<file path="src/rtl/freq_count_latch.sv">
// Measurement end of a frequency meter: synchronises the unknown signal, counts its rising
// edges in BCD while the gate is open, and latches the count to the display on request.
module freq_count_latch #(
  parameter int unsigned DIGITS      = 8,
  parameter int unsigned SYNC_STAGES = 2
) (
  input  logic                  clk,
  input  logic                  reset,
  input  logic                  sig_in,
  input  logic                  cnt_clean,
  input  logic                  cnt_en,
  input  logic                  lat_en,
  output logic [4*DIGITS-1:0]   bcd_out,
  output logic                  overflow,
  output logic                  lat_valid
);

  localparam int unsigned W = 4 * DIGITS;

  // Synchroniser chains; the last stage is the synchronised view of each input.
  logic [SYNC_STAGES-1:0] sig_sync_q, sig_sync_d;
  logic [SYNC_STAGES-1:0] clean_sync_q, clean_sync_d;
  logic [SYNC_STAGES-1:0] en_sync_q, en_sync_d;
  logic [SYNC_STAGES-1:0] lat_sync_q, lat_sync_d;

  logic sig_s, clean_s, en_s, lat_s;
  logic sig_d_q, sig_d_d;
  logic lat_d_q, lat_d_d;
  logic sig_rise, lat_rise;

  logic [W-1:0] cnt_q, cnt_d, cnt_inc;
  logic         ovf_cnt_q, ovf_cnt_d;
  logic         inc_wrap;

  logic [W-1:0] bcd_out_q, bcd_out_d;
  logic         overflow_q, overflow_d;
  logic         lat_valid_q, lat_valid_d;

  always_comb begin
    sig_sync_d   = {sig_sync_q[SYNC_STAGES-2:0], sig_in};
    clean_sync_d = {clean_sync_q[SYNC_STAGES-2:0], cnt_clean};
    en_sync_d    = {en_sync_q[SYNC_STAGES-2:0], cnt_en};
    lat_sync_d   = {lat_sync_q[SYNC_STAGES-2:0], lat_en};
  end

  assign sig_s   = sig_sync_q[SYNC_STAGES-1];
  assign clean_s = clean_sync_q[SYNC_STAGES-1];
  assign en_s    = en_sync_q[SYNC_STAGES-1];
  assign lat_s   = lat_sync_q[SYNC_STAGES-1];

  always_comb begin
    sig_d_d  = sig_s;
    lat_d_d  = lat_s;
    sig_rise = sig_s & ~sig_d_q;
    lat_rise = lat_s & ~lat_d_q;
  end

  // Ripple-carry BCD increment; a carry out of the top digit means the count wrapped.
  always_comb begin
    logic carry;
    carry   = 1'b1;
    cnt_inc = cnt_q;
    for (int i = 0; i < DIGITS; i++) begin
      if (carry) begin
        if (cnt_q[4*i +: 4] == 4'd9) begin
          cnt_inc[4*i +: 4] = 4'd0;
        end else begin
          cnt_inc[4*i +: 4] = cnt_q[4*i +: 4] + 4'd1;
          carry             = 1'b0;
        end
      end
    end
    inc_wrap = carry;
  end

  // Clear outranks counting so a clear during an open gate always wins.
  always_comb begin
    cnt_d     = cnt_q;
    ovf_cnt_d = ovf_cnt_q;
    if (!clean_s) begin
      cnt_d     = '0;
      ovf_cnt_d = 1'b0;
    end else if (en_s && sig_rise) begin
      cnt_d = cnt_inc;
      if (inc_wrap) begin
        ovf_cnt_d = 1'b1;
      end
    end
  end

  // Latch samples the counter register itself, i.e. the value before this cycle's update.
  always_comb begin
    bcd_out_d   = bcd_out_q;
    overflow_d  = overflow_q;
    lat_valid_d = lat_rise;
    if (lat_rise) begin
      bcd_out_d  = cnt_q;
      overflow_d = ovf_cnt_q;
    end
  end

  // Latch history resets high so a lat_en already high at reset release does not latch.
  always_ff @(posedge clk) begin
    if (reset) begin
      sig_sync_q   <= '0;
      clean_sync_q <= '1;
      en_sync_q    <= '0;
      lat_sync_q   <= '1;
      sig_d_q      <= 1'b0;
      lat_d_q      <= 1'b1;
      cnt_q        <= '0;
      ovf_cnt_q    <= 1'b0;
      bcd_out_q    <= '0;
      overflow_q   <= 1'b0;
      lat_valid_q  <= 1'b0;
    end else begin
      sig_sync_q   <= sig_sync_d;
      clean_sync_q <= clean_sync_d;
      en_sync_q    <= en_sync_d;
      lat_sync_q   <= lat_sync_d;
      sig_d_q      <= sig_d_d;
      lat_d_q      <= lat_d_d;
      cnt_q        <= cnt_d;
      ovf_cnt_q    <= ovf_cnt_d;
      bcd_out_q    <= bcd_out_d;
      overflow_q   <= overflow_d;
      lat_valid_q  <= lat_valid_d;
    end
  end

  assign bcd_out   = bcd_out_q;
  assign overflow  = overflow_q;
  assign lat_valid = lat_valid_q;

endmodule

</file>
<file path="config.mk">
export PLATFORM = sky130hd
export DESIGN_NAME = freq_count_latch
export DESIGN_NICKNAME = d
export VERILOG_FILES = /design/src/rtl/freq_count_latch.sv
export SDC_FILE = /design/constraint.sdc
export NUM_CORES = 1
export LEC_CHECK = 0
export ABC_AREA = 1
export ABC_CLOCK_PERIOD_IN_PS = 1600
export CORE_MARGIN = 2
export CORE_UTILIZATION = 49
export DETAILED_ROUTE_END_ITERATION = 8
export PLACE_DENSITY = 0.76
export SLEW_MARGIN = 40
export SYNTH_ARGS = -nofsm -noshare
export SYNTH_HDL_FRONTEND = slang
export SYNTH_SLANG_ARGS = --single-unit
export TNS_END_PERCENT = 5
</file>
<file path="constraint.sdc">
create_clock -name clk -period 1.6 [get_ports clk]
set_clock_uncertainty 0.15 [all_clocks]
set_input_delay 0.4 -clock clk [delete_from_list [all_inputs] [get_ports clk]]
set_output_delay 0.4 -clock clk [all_outputs]
set_load 0.02 [all_outputs]
</file>
# After elaboration in Yosys (flattened, before gate mapping)

Index checks and enable logic that the tools add are counted.

Add/sub/neg operators: 8
Equality and inequality tests: 8
Multiplexer cells: 23
Bitwise gates (word level): 5
Reduce and logical (&&, ||, !) cells: 10

Operators by type and width:

| operator              | number |
|---|---|
| $add A4 B1 Y4 const B | 8 |
| $eq A4 B4 Y1 const B  | 8 |
| $mux W4               | 8 |
| $reduce_and A2 Y1     | 8 |
| $mux W1               | 15 |
| $not A1 Y1            | 3 |
| $and A1 B1 Y1         | 2 |
| $reduce_or A2 Y1      | 1 |
| $logic_and A1 B1 Y1   | 1 |

Register bits after elaboration: 77
Bits of input ports: 6
Output and inout port bits: 34
Logic and storage cells: 72

# Longest topological paths before layout

Gate-level depths: netlist of the first run.

Depth in word-level cells: 10
Depth in mapped cells: 11
Mapped depth without buffers: 11

# Least setup slack after synthesis of the first run

No wires, ideal clock.

Kind: reg-to-reg
Start: reg cnt_q[2]
End: reg cnt_q[31]
Setup time: 115 ps
Arrival time: 1210 ps
Data required time: 1335 ps
Path slack: 125 ps
Cell stages (with the launch flop): 11
Path buffers: 0
Period minus slack after synthesis: 1475 ps
Cell sequence: dfxtp_1 inv_2 nand2_4 nor2_8 nand2_2 nor2_4 nand4_1 nor2_2 nand3_1 nand2_1 nor2_1

Longest elaborated chain between the ends: 9

Ends and longest elaborated chain:

| what                        | RTL line | source |
|---|---|---|
| start, declared             | 31       | `logic [W-1:0] cnt_q, cnt_d, cnt_inc;` |
| start signal, assigned      | 123      | `cnt_q <= cnt_d;` |
| $eq A4 B4 Y1                | 65       | `if (cnt_q[4*i +: 4] == 4'd9) begin` |
| $mux W1                     | 65       |  |
| $mux W1 (6 in a row)        | 64       | `if (carry) begin` |
| $reduce_and A2 Y1 (no line) | --       |  |

Every way passes these cells.
A chain may end at the register's enable or synchronous reset.

# Worst setup path after layout of the first run

Start: reg cnt_q[1]
End: reg cnt_q[31]

The elaborated chain is that of the path after synthesis.

==> results_dict.tcl, run 1 <==
set metrics [dict create \
    dp_hpwl_mm 4.610 \
    path_class "reg -> reg" \
    layout_common_cells "70 x dfxtp_1, 48 x a21oi_1, 48 x buf_4" \
    gp_congestion 0.8275 \
    syn_area_per_cell_sq_um 7.859 \
    grt_setup_unrepaired "yes" \
    syn_inst 391 \
    syn_area_sq_um 3073 \
    final_max_slew_viol_count 0 \
    die_width_um 83.19 \
    antenna_found_initial 0 \
    coreArea_sq_um 5991 \
    startpoint_type "flop" \
    clock-root-buffer "clkbuf_8" \
    yosys_warnings 0 \
    clkTransAtPathRegs_ps 80 \
    setup_viol 5 \
    grt_pass1_wl_mm 11.12 \
    min_period_over_period 1.045 \
    hold_path.class "reg -> reg" \
    ant_nets 0 \
    cts_made_buffers 9 \
    nNetsFinal 484 \
    grt_use_total 0.1938 \
    ys_ff_latch 77 \
    initial_core_util 0.5129 \
    die_y_um 83.19 \
    fmax_mhz 598.1 \
    ff2ff_path_depth 10 \
    irDropWorstVdd_mv 0.6812 \
    area_growth_pct 35.55 \
    hold_viol_final 0 \
    grt_max_degree 43 \
    port_buffers 39 \
    p_leak_nw 1.795 \
    place_inst 539 \
    cts_hold_buffers 0 \
    syn_nets 397 \
    wl_per_cell_um 12.09 \
    ctsHtreeMaxLevel 3 \
    path_max_fanout 4 \
    setup_ws_ps -71.87 \
    fin_crit_ps 1672 \
    n_antenna_cell 0 \
    clk_latency_ps 350 \
    vias 2791 \
    violations "negative setup slack" \
    yosysSeqAreaShare 0.5016 \
    worstMarginPinSlew_ps 285.6 \
    synthDistinctLibCells 26 \
    grt_pass1_vias 2589 \
    critPathCaptureType "flop" \
    grt-ovfl-total 0 \
    required_ps 1690 \
    drt-pass1-iter-count 5 \
    stdcell_count 558 \
    drcViolationCount 0 \
    cts_tree "done" \
    maxSlewHeadroom 0.8096 \
    vias_per_cell 5.002 \
    run_status "finished, violations left" \
    cts_max_path_buffers 2 \
    arrival_ps 1760 \
    drive_gt1_frac 0.2650 \
    io-pin-count 40 \
    whs_path_depth 2 \
    drtIter0Drc 99 \
    cts_sinks 77 \
    rows 28 \
    power_density_nw_per_um2 896.2 \
    finalPower_mw 3.733 \
    mostFrequentLayoutCell "dfxtp_1" \
    routed_wl_mm 6.748 \
    die_area_sq_um 6921 \
    drv_cap 0 \
]
sequential cells by signal, indices dropped and copies added, names as in the netlist:
register / flops
clean_sync_q: 2
bcd_out: 32
cnt_q: 32
sig_d_q: 1
ovf_cnt_q: 1
overflow: 1
lat_sync_q: 2
en_sync_q: 2
sig_sync_q: 2
lat_d_q: 1
lat_valid: 1
stage by stage:
stage          area (sq um)  TNS, ps    util  hold slack [ps]  worst slack (ps)
6_report               4165   -151.0  0.6953            247.7            -71.87
5_1_grt                4165    -1458  0.6953            258.6            -175.5
4_1_cts                4056   -110.2  0.6771            257.6            -56.66
3_5_place_dp           3875    -7834  0.6468            246.6            -281.1
3_3_place_gp           3875    -5365  0.6468            241.3            -211.0
2_1_floorplan          3073        0       -            238.3             125.1
kinds of logic after synthesis:
group | count (synthesis) | share of synthesized area
buf+inv | 59 | 0.07288
compound gates | 95 | 0.1564
flops | 77 | 0.5016
xor+xnor | 4 | 0.01140
simple gates | 156 | 0.2577
power by group:
part	internal, mW	switching [mW]
registers	1.95	0.0162
clock network	0.872	0.688
logic	0.0819	0.121
total	2.91	0.825
repair_timing:
action / in CTS / in global routing
setup buffers: 0 / 3
endpoints found under the setup margin: 42 / 27
resized for setup: 39 / 32
pin swaps: 0 / 12
cell type report:
type	instances	area, sq um
sequential	77	1550
tap	75	93.84
inverter	47	176.4
clock buffer	11	131.4
timing repair buffer	88	730.7
multi-input combinational	255	1408
clock inverter	5	75.07
fill	504	1826
cells in the mapped netlist:
cell / n / area, sq um
nor3_2: 2 / 20.02
xor2_1: 4 / 35.03
o21ai_1: 2 / 10.01
o21ai_0: 42 / 210.2
inv_1: 36 / 135.1
nor3b_2: 1 / 12.51
nor3_1: 9 / 45.04
clkbuf_1: 9 / 33.78
buf_1: 1 / 3.750
inv_2: 11 / 41.29
nor2_2: 4 / 25.02
nand3_1: 10 / 50.05
nand2_4: 2 / 22.52
a211oi_1: 1 / 7.510
or2_2: 4 / 25.02
nor2_4: 5 / 56.30
nand4_1: 9 / 56.30
nor2_1: 52 / 195.2
a21oi_1: 49 / 245.2
nand2_1: 47 / 176.4
nand3_4: 1 / 17.52
o211ai_1: 1 / 7.510
dfxtp_1: 77 / 1541
nor2_8: 2 / 40.04
buf_2: 2 / 10.01
nand2_2: 8 / 50.05
worst max-delay path, cell delays in order (launching register included):
cell,delay [ps]
dfxtp_2,330
inv_2,70
nand2_4,60
nor2_8,150
nand2_4,70
nor2_4,140
nand4_1,190
nor2_2,200
nand3_1,90
nand2_1,70
nor2_1,40
metal layers:
layer,part of all wire,global-route usage,routed length [um]
met1,0.45,0.2358,3017
met2,0.50,0.3380,3393
met3,0.034,0.03479,229
met4,0.016,0.07750,108
met5,0,0,0
path summary, 6_finish.rpt:
check	slack (ps)	endpoint	from
worst min register to register	250	en_sync_q[1]	en_sync_q[0]
worst max-delay path	-70	cnt_q[31]	cnt_q[1]
worst max register to register	-70	cnt_q[31]	cnt_q[1]
worst min-delay path	250	en_sync_q[1]	en_sync_q[0]
(Power assumes the default switching activity.)
==> inputs of run 2 (changes only) <==
--- a/config.mk
+++ b/config.mk
@@ -7,9 +7,12 @@
 export LEC_CHECK = 0
 export ABC_AREA = 1
 export ABC_CLOCK_PERIOD_IN_PS = 1600
+export CELL_PAD_IN_SITES_DETAIL_PLACEMENT = 1
+export CELL_PAD_IN_SITES_GLOBAL_PLACEMENT = 2
 export CORE_MARGIN = 2
-export CORE_UTILIZATION = 49
+export CORE_UTILIZATION = 29
 export DETAILED_ROUTE_END_ITERATION = 8
+export MAX_ROUTING_LAYER = met4
 export PLACE_DENSITY = 0.76
 export SLEW_MARGIN = 40
 export SYNTH_ARGS = -nofsm -noshare
==> results_dict.tcl, run 2 (synthesized netlist as in run 1, its figures left out) <==
set metrics [dict create \
    vias_per_cell 4.467 \
    dp_hpwl_mm 5.483 \
    critPathCaptureType "flop" \
    cts_hold_buffers 0 \
    clk_latency_ps 360 \
    path_class "reg -> reg" \
    rows 37 \
    fin_crit_ps 1709 \
    hold_path.class "reg -> reg" \
    timing.hold.ws_ps 258.0 \
    drcViolationCount 0 \
    startpoint_type "flop" \
    arrival_ps 1810 \
    grt_use_total 0.1511 \
    grt_setup_unrepaired "yes" \
    worstMarginPinSlew_ps 309.5 \
    slowest_stage "dfxtp_2" \
    violations "negative setup slack" \
    hold_viol_final 0 \
    setup_viol 10 \
    coreArea_sq_um 10320 \
    cts_made_buffers 9 \
    vias 2814 \
    die_area_sq_um 11440 \
    slowest_delay_ps 330 \
    setup_ws_ps -108.8 \
    maxSlewHeadroom 0.7937 \
    gp_congestion 0.7309 \
    area_growth_pct 43.28 \
    run_status "finished, violations left" \
    routed_wl_mm 7.757 \
    ff2ff_path_depth 10 \
    die_y_um 106.9 \
    drive_gt1_frac 0.3036 \
    grt_max_degree 42 \
    required_ps 1700 \
    min_period_over_period 1.068 \
    r2r-start "cnt_q[2]" \
    fmax_mhz 585.2 \
    power_density_nw_per_um2 897.0 \
    cts_max_path_buffers 2 \
    final_max_slew_viol_count 0 \
    ant_nets 0 \
    p_leak_nw 1.788 \
    port_buffers 39 \
    drtIter0Drc 60 \
    worstHoldStart "en_sync_q[0]" \
    grt_pass1_wl_mm 13.57 \
    crit_top_cell "nand2_4" \
    cts_sinks 77 \
    n_antenna_cell 0 \
    drv_cap 0 \
    crit_chain "inv_2 > nand2_4 > nor2_8 > nand2_4 > nor2_4 > nand4_1 > nor2_2 > nand3_1 > nand2_1 > nor2_1" \
    mostFrequentLayoutCell "dfxtp_1" \
    die_width_um 106.9 \
    clock-root-buffer "clkbuf_8" \
    ctsHtreeMaxLevel 3 \
    grt_pass1_vias 2964 \
    io-pin-count 40 \
    utilization 0.4265 \
    irDropWorstVdd_mv 0.5351 \
    path_max_fanout 4 \
    cts_tree "done" \
    nNetsFinal 495 \
    clkTransAtPathRegs_ps 80 \
    drt-pass1-iter-count 4 \
    finalPower_mw 3.949 \
    wl_per_cell_um 12.31 \
    worstSetupStartpoint "cnt_q[2]" \
    initial_core_util 0.2977 \
    grt-ovfl-total 0 \
    whs_path_depth 2 \
    layout_common_cells "70 x dfxtp_1, 57 x buf_4, 48 x a21oi_1" \
    antenna_found_initial 0 \
]
==> run 2: cell count changes in the layout (fill, tap and decap cells not counted), sizes merged <==
cell	change
buf	+11
clkdlybuf4s15	+24
clkbuf	+6
clkinv	-1
dlygate4sd2	-31
bufinv	+1
clkinvlp	+1
==> run 2: area by class of cell <==
| type | instances | area, sq um |
|---|---|---|
| Clock inverter | 6 | 111.4 |
| Sequential cell | 77 | 1550 |
| Timing Repair Buffer | 99 | 833.3 |
| Fill cell | 1233 | 5921 |
| Tap cell | 136 | 170.2 |
| Clock buffer | 10 | 127.6 |
| Multi-Input combinational cell | 255 | 1434 |
| Inverter | 47 | 176.4 |
==> run 2: per-layer routing <==
layer | vias to the layer above | track usage | wire length, um
li1 | 1463 | - | -
met1 | 1307 | 0.1808 | 3507
met2 | 35 | 0.2507 | 3922
met3 | 9 | 0.03283 | 216
met4 | 0 | 0.05566 | 110
met5 | - | - | 0
==> run 2: repair_timing <==
item | CTS | global route
setup endpoints to repair | 50 | 53
pin swaps | 5 | 12
buffers inserted | 0 | 5
resized for setup | 53 | 63
endpoints found under the hold margin | 0 | 0
==> run 2: path summary, 6_finish.rpt <==
kind                                endpoint  slack (ps)
worst max-delay path               cnt_q[31]        -110
worst min-delay path            en_sync_q[1]         260
worst max register to register     cnt_q[31]        -110
worst min register to register  en_sync_q[1]         260
==> run 2: metrics by stage <==
step / instances / setup WS, ps / area, sq um / TNS [ps]
6_report: 630 / -108.8 / 4403 / -392.6
5_1_grt: 630 / -279.2 / 4403 / -3136
4_1_cts: 625 / -134.2 / 4273 / -468.1
3_5_place_dp: 609 / -153.2 / 4031 / -5761
3_3_place_gp: 609 / -109.0 / 4031 / -3989
2_1_floorplan: 391 / 125.1 / 3073 / 0
==> run 2: critical path: cells and delay by family (launching register included) <==
kind / cells / cell delay, ps
buffers and inverters: 1 / 70
AND/OR/NAND/NOR: 9 / 1060
flip-flops: 1 / 330
==> run 2: power by group <==
part           switching [mW]  leakage [nW]  total, mW  internal (mW)
logic                   0.123          1.04      0.206         0.0836
clock network           0.737         0.116       1.77           1.04
registers              0.0166         0.628       1.97           1.95
==> inputs of run 3 (changes only) <==
--- a/config.mk
+++ b/config.mk
@@ -6,14 +6,14 @@
 export NUM_CORES = 1
 export LEC_CHECK = 0
 export ABC_AREA = 1
-export ABC_CLOCK_PERIOD_IN_PS = 1600
+export ABC_CLOCK_PERIOD_IN_PS = 1750
 export CELL_PAD_IN_SITES_DETAIL_PLACEMENT = 1
 export CELL_PAD_IN_SITES_GLOBAL_PLACEMENT = 2
 export CORE_MARGIN = 2
-export CORE_UTILIZATION = 29
+export CORE_UTILIZATION = 32
 export DETAILED_ROUTE_END_ITERATION = 8
 export MAX_ROUTING_LAYER = met4
-export PLACE_DENSITY = 0.76
+export PLACE_DENSITY = 0.8
 export SLEW_MARGIN = 40
 export SYNTH_ARGS = -nofsm -noshare
 export SYNTH_HDL_FRONTEND = slang
==> constraint.sdc (replaced) <==
create_clock -name clk -period 1.75 [get_ports clk]
set_clock_uncertainty 0.15 [all_clocks]
set_input_delay 0.4375 -clock clk [delete_from_list [all_inputs] [get_ports clk]]
set_output_delay 0.4375 -clock clk [all_outputs]
set_load 0.02 [all_outputs]
==> results_dict.tcl, run 3 (synthesized netlist as in run 1, its figures left out) <==
set metrics [dict create \
    run_status "complete, no violations" \
    ctsHtreeMaxLevel 3 \
    top_usage_layer "met2" \
    arrival_ps 1810 \
    vias_per_cell 4.593 \
    dp_hpwl_mm 5.160 \
    min_period_over_period 0.9707 \
    power_density_nw_per_um2 857.8 \
    grt_pass1_wl_mm 12.62 \
    drv_cap 0 \
    die_y_um 102.0 \
    ant_nets 0 \
    mostFrequentLayoutCell "dfxtp_1" \
    n_antenna_cell 0 \
    path_class "reg -> reg" \
    port_buffers 39 \
    multiInputGateArea_sq_um 1364 \
    p_leak_nw 1.691 \
    power_switching_mw 0.8091 \
    swShare 0.2334 \
    seqPwrFrac 0.519 \
    initial_core_util 0.3310 \
    hold_viol_final 0 \
    path_max_fanout 5 \
    grt-ovfl-total 0 \
    cts_max_path_buffers 2 \
    drt-pass1-iter-count 4 \
    grt_setup_unrepaired "yes" \
    nNetsFinal 462 \
    irDropWorstVdd_mv 0.3235 \
    final_max_slew_viol_count 0 \
    fin_crit_ps 1699 \
    fillers 1151 \
    coreArea_sq_um 9284 \
    vias 2705 \
    grt.met2_usage 0.2586 \
    die_width_um 102.0 \
    clkTransAtPathRegs_ps 90 \
    drive_gt1_frac 0.2087 \
    drcViolationCount 0 \
    clock-root-buffer "clkbuf_8" \
    setup_viol 0 \
    grt_use_total 0.1595 \
    grt_pass1_vias 2773 \
    gp_congestion 0.7868 \
    drtIter0Drc 56 \
    p_comb_frac 0.055 \
    tns_ps 0 \
    cts_sinks 77 \
    grt_max_degree 41 \
    rows 35 \
    layout_common_cells "72 x dfxtp_1, 49 x a21oi_1, 46 x nand2_1" \
    slowest_stage "dfxtp_4" \
    grt_use_met1 0.1907 \
    maxSlewHeadroom 0.7929 \
    cts_made_buffers 9 \
    antenna_found_initial 0 \
    cts_hold_buffers 0 \
    met3_usage 0.04993 \
    power.share.clock 0.426 \
    crit_top_cell "nand2_4" \
    crit_chain "inv_4 > nand2_4 > nor2_8 > nand2_4 > nor2_4 > buf_4 > nand2_2 > nor2_2 > nand2_1 > o21ai_1 > a21oi_1" \
    clk_latency_ps 360 \
    area_growth_pct 31.47 \
    io-pin-count 40 \
    seqCellArea_sq_um 1550 \
    worstMarginPinSlew_ps 310.7 \
    finalPower_mw 3.466 \
    hold_path.class "reg -> reg" \
    startpoint_type "flop" \
    wl_per_cell_um 12.30 \
    slowest_delay_ps 370 \
    routed_wl_mm 7.242 \
    required_ps 1860 \
    die_area_sq_um 10400 \
    p_int_mw 2.657 \
    fmax_mhz 588.7 \
    cts_tree "done" \
    critPathCaptureType "flop" \
]
[run 3: power groups by stage]
stage | Combinational, mW | Clock (mW) | Sequential, mW
finish | 0.190 | 1.48 | 1.80
global route | 0.213 | 1.61 | 1.80
floorplan | 0.0765 | 0 | 1.87
global placement | 0.206 | 0 | 1.84
detailed placement | 0.209 | 0 | 1.84
CTS | 0.192 | 1.52 | 1.80
[run 3: metrics by stage]
| stage | cells | util | worst slack [ps] | area (sq um) | hold slack [ps] |
|---|---|---|---|---|---|
| 2_1_floorplan | 391 | - | 270.2 | 3073 | 238.3 |
| 3_3_place_gp | 566 | 0.4042 | -75.12 | 3752 | 240.7 |
| 3_5_place_dp | 566 | 0.4042 | -117.7 | 3752 | 247.4 |
| 4_1_cts | 581 | 0.4228 | 16.89 | 3925 | 259.9 |
| 5_1_grt | 589 | 0.4352 | -128.1 | 4040 | 282.4 |
| 6_report | 589 | 0.4352 | 51.21 | 4040 | 250.2 |
[run 3: routing by layer]
layer,wire length (um),up-vias
met5,0,-
met4,95,0
met3,282,11
met2,3493,37
met1,3369,1266
li1,-,1391
[run 3: cell type report]
cell class / instances / area share
clock buffer: 9 / 0.03066
tap: 129 / 0.03995
inverter: 47 / 0.04429
sequential: 77 / 0.3837
multi-input combinational: 255 / 0.3376
clock inverter: 6 / 0.02137
timing repair buffer: 66 / 0.1425
[run 3: worst paths after layout]
kind / from / endpoint / slack (ps) / depth (start not counted)
worst min register to register: sig_sync_q[0] / sig_sync_q[1] / 250 / 2
worst max register to register: cnt_q[1] / cnt_q[14] / 50 / 11
worst max-delay path: cnt_q[1] / cnt_q[14] / 50 / 11
worst min-delay path: sig_sync_q[0] / sig_sync_q[1] / 250 / 2
[run 3: worst max-delay path: cells and delay by family (launching register included)]
family | cells | cell delay (ps)
and+or+nand+nor | 7 | 700
DFF | 1 | 370
buffers and inverters | 2 | 190
AOI/OAI and AO/OA | 2 | 180
[run 3: timing repair]
action | 4_1_cts | 5_1_grt
gates resized for setup | 35 | 19
cloned | 0 | 0
pin swaps | 0 | 10
setup endpoints to repair | 35 | 16
buffers inserted | 0 | 8
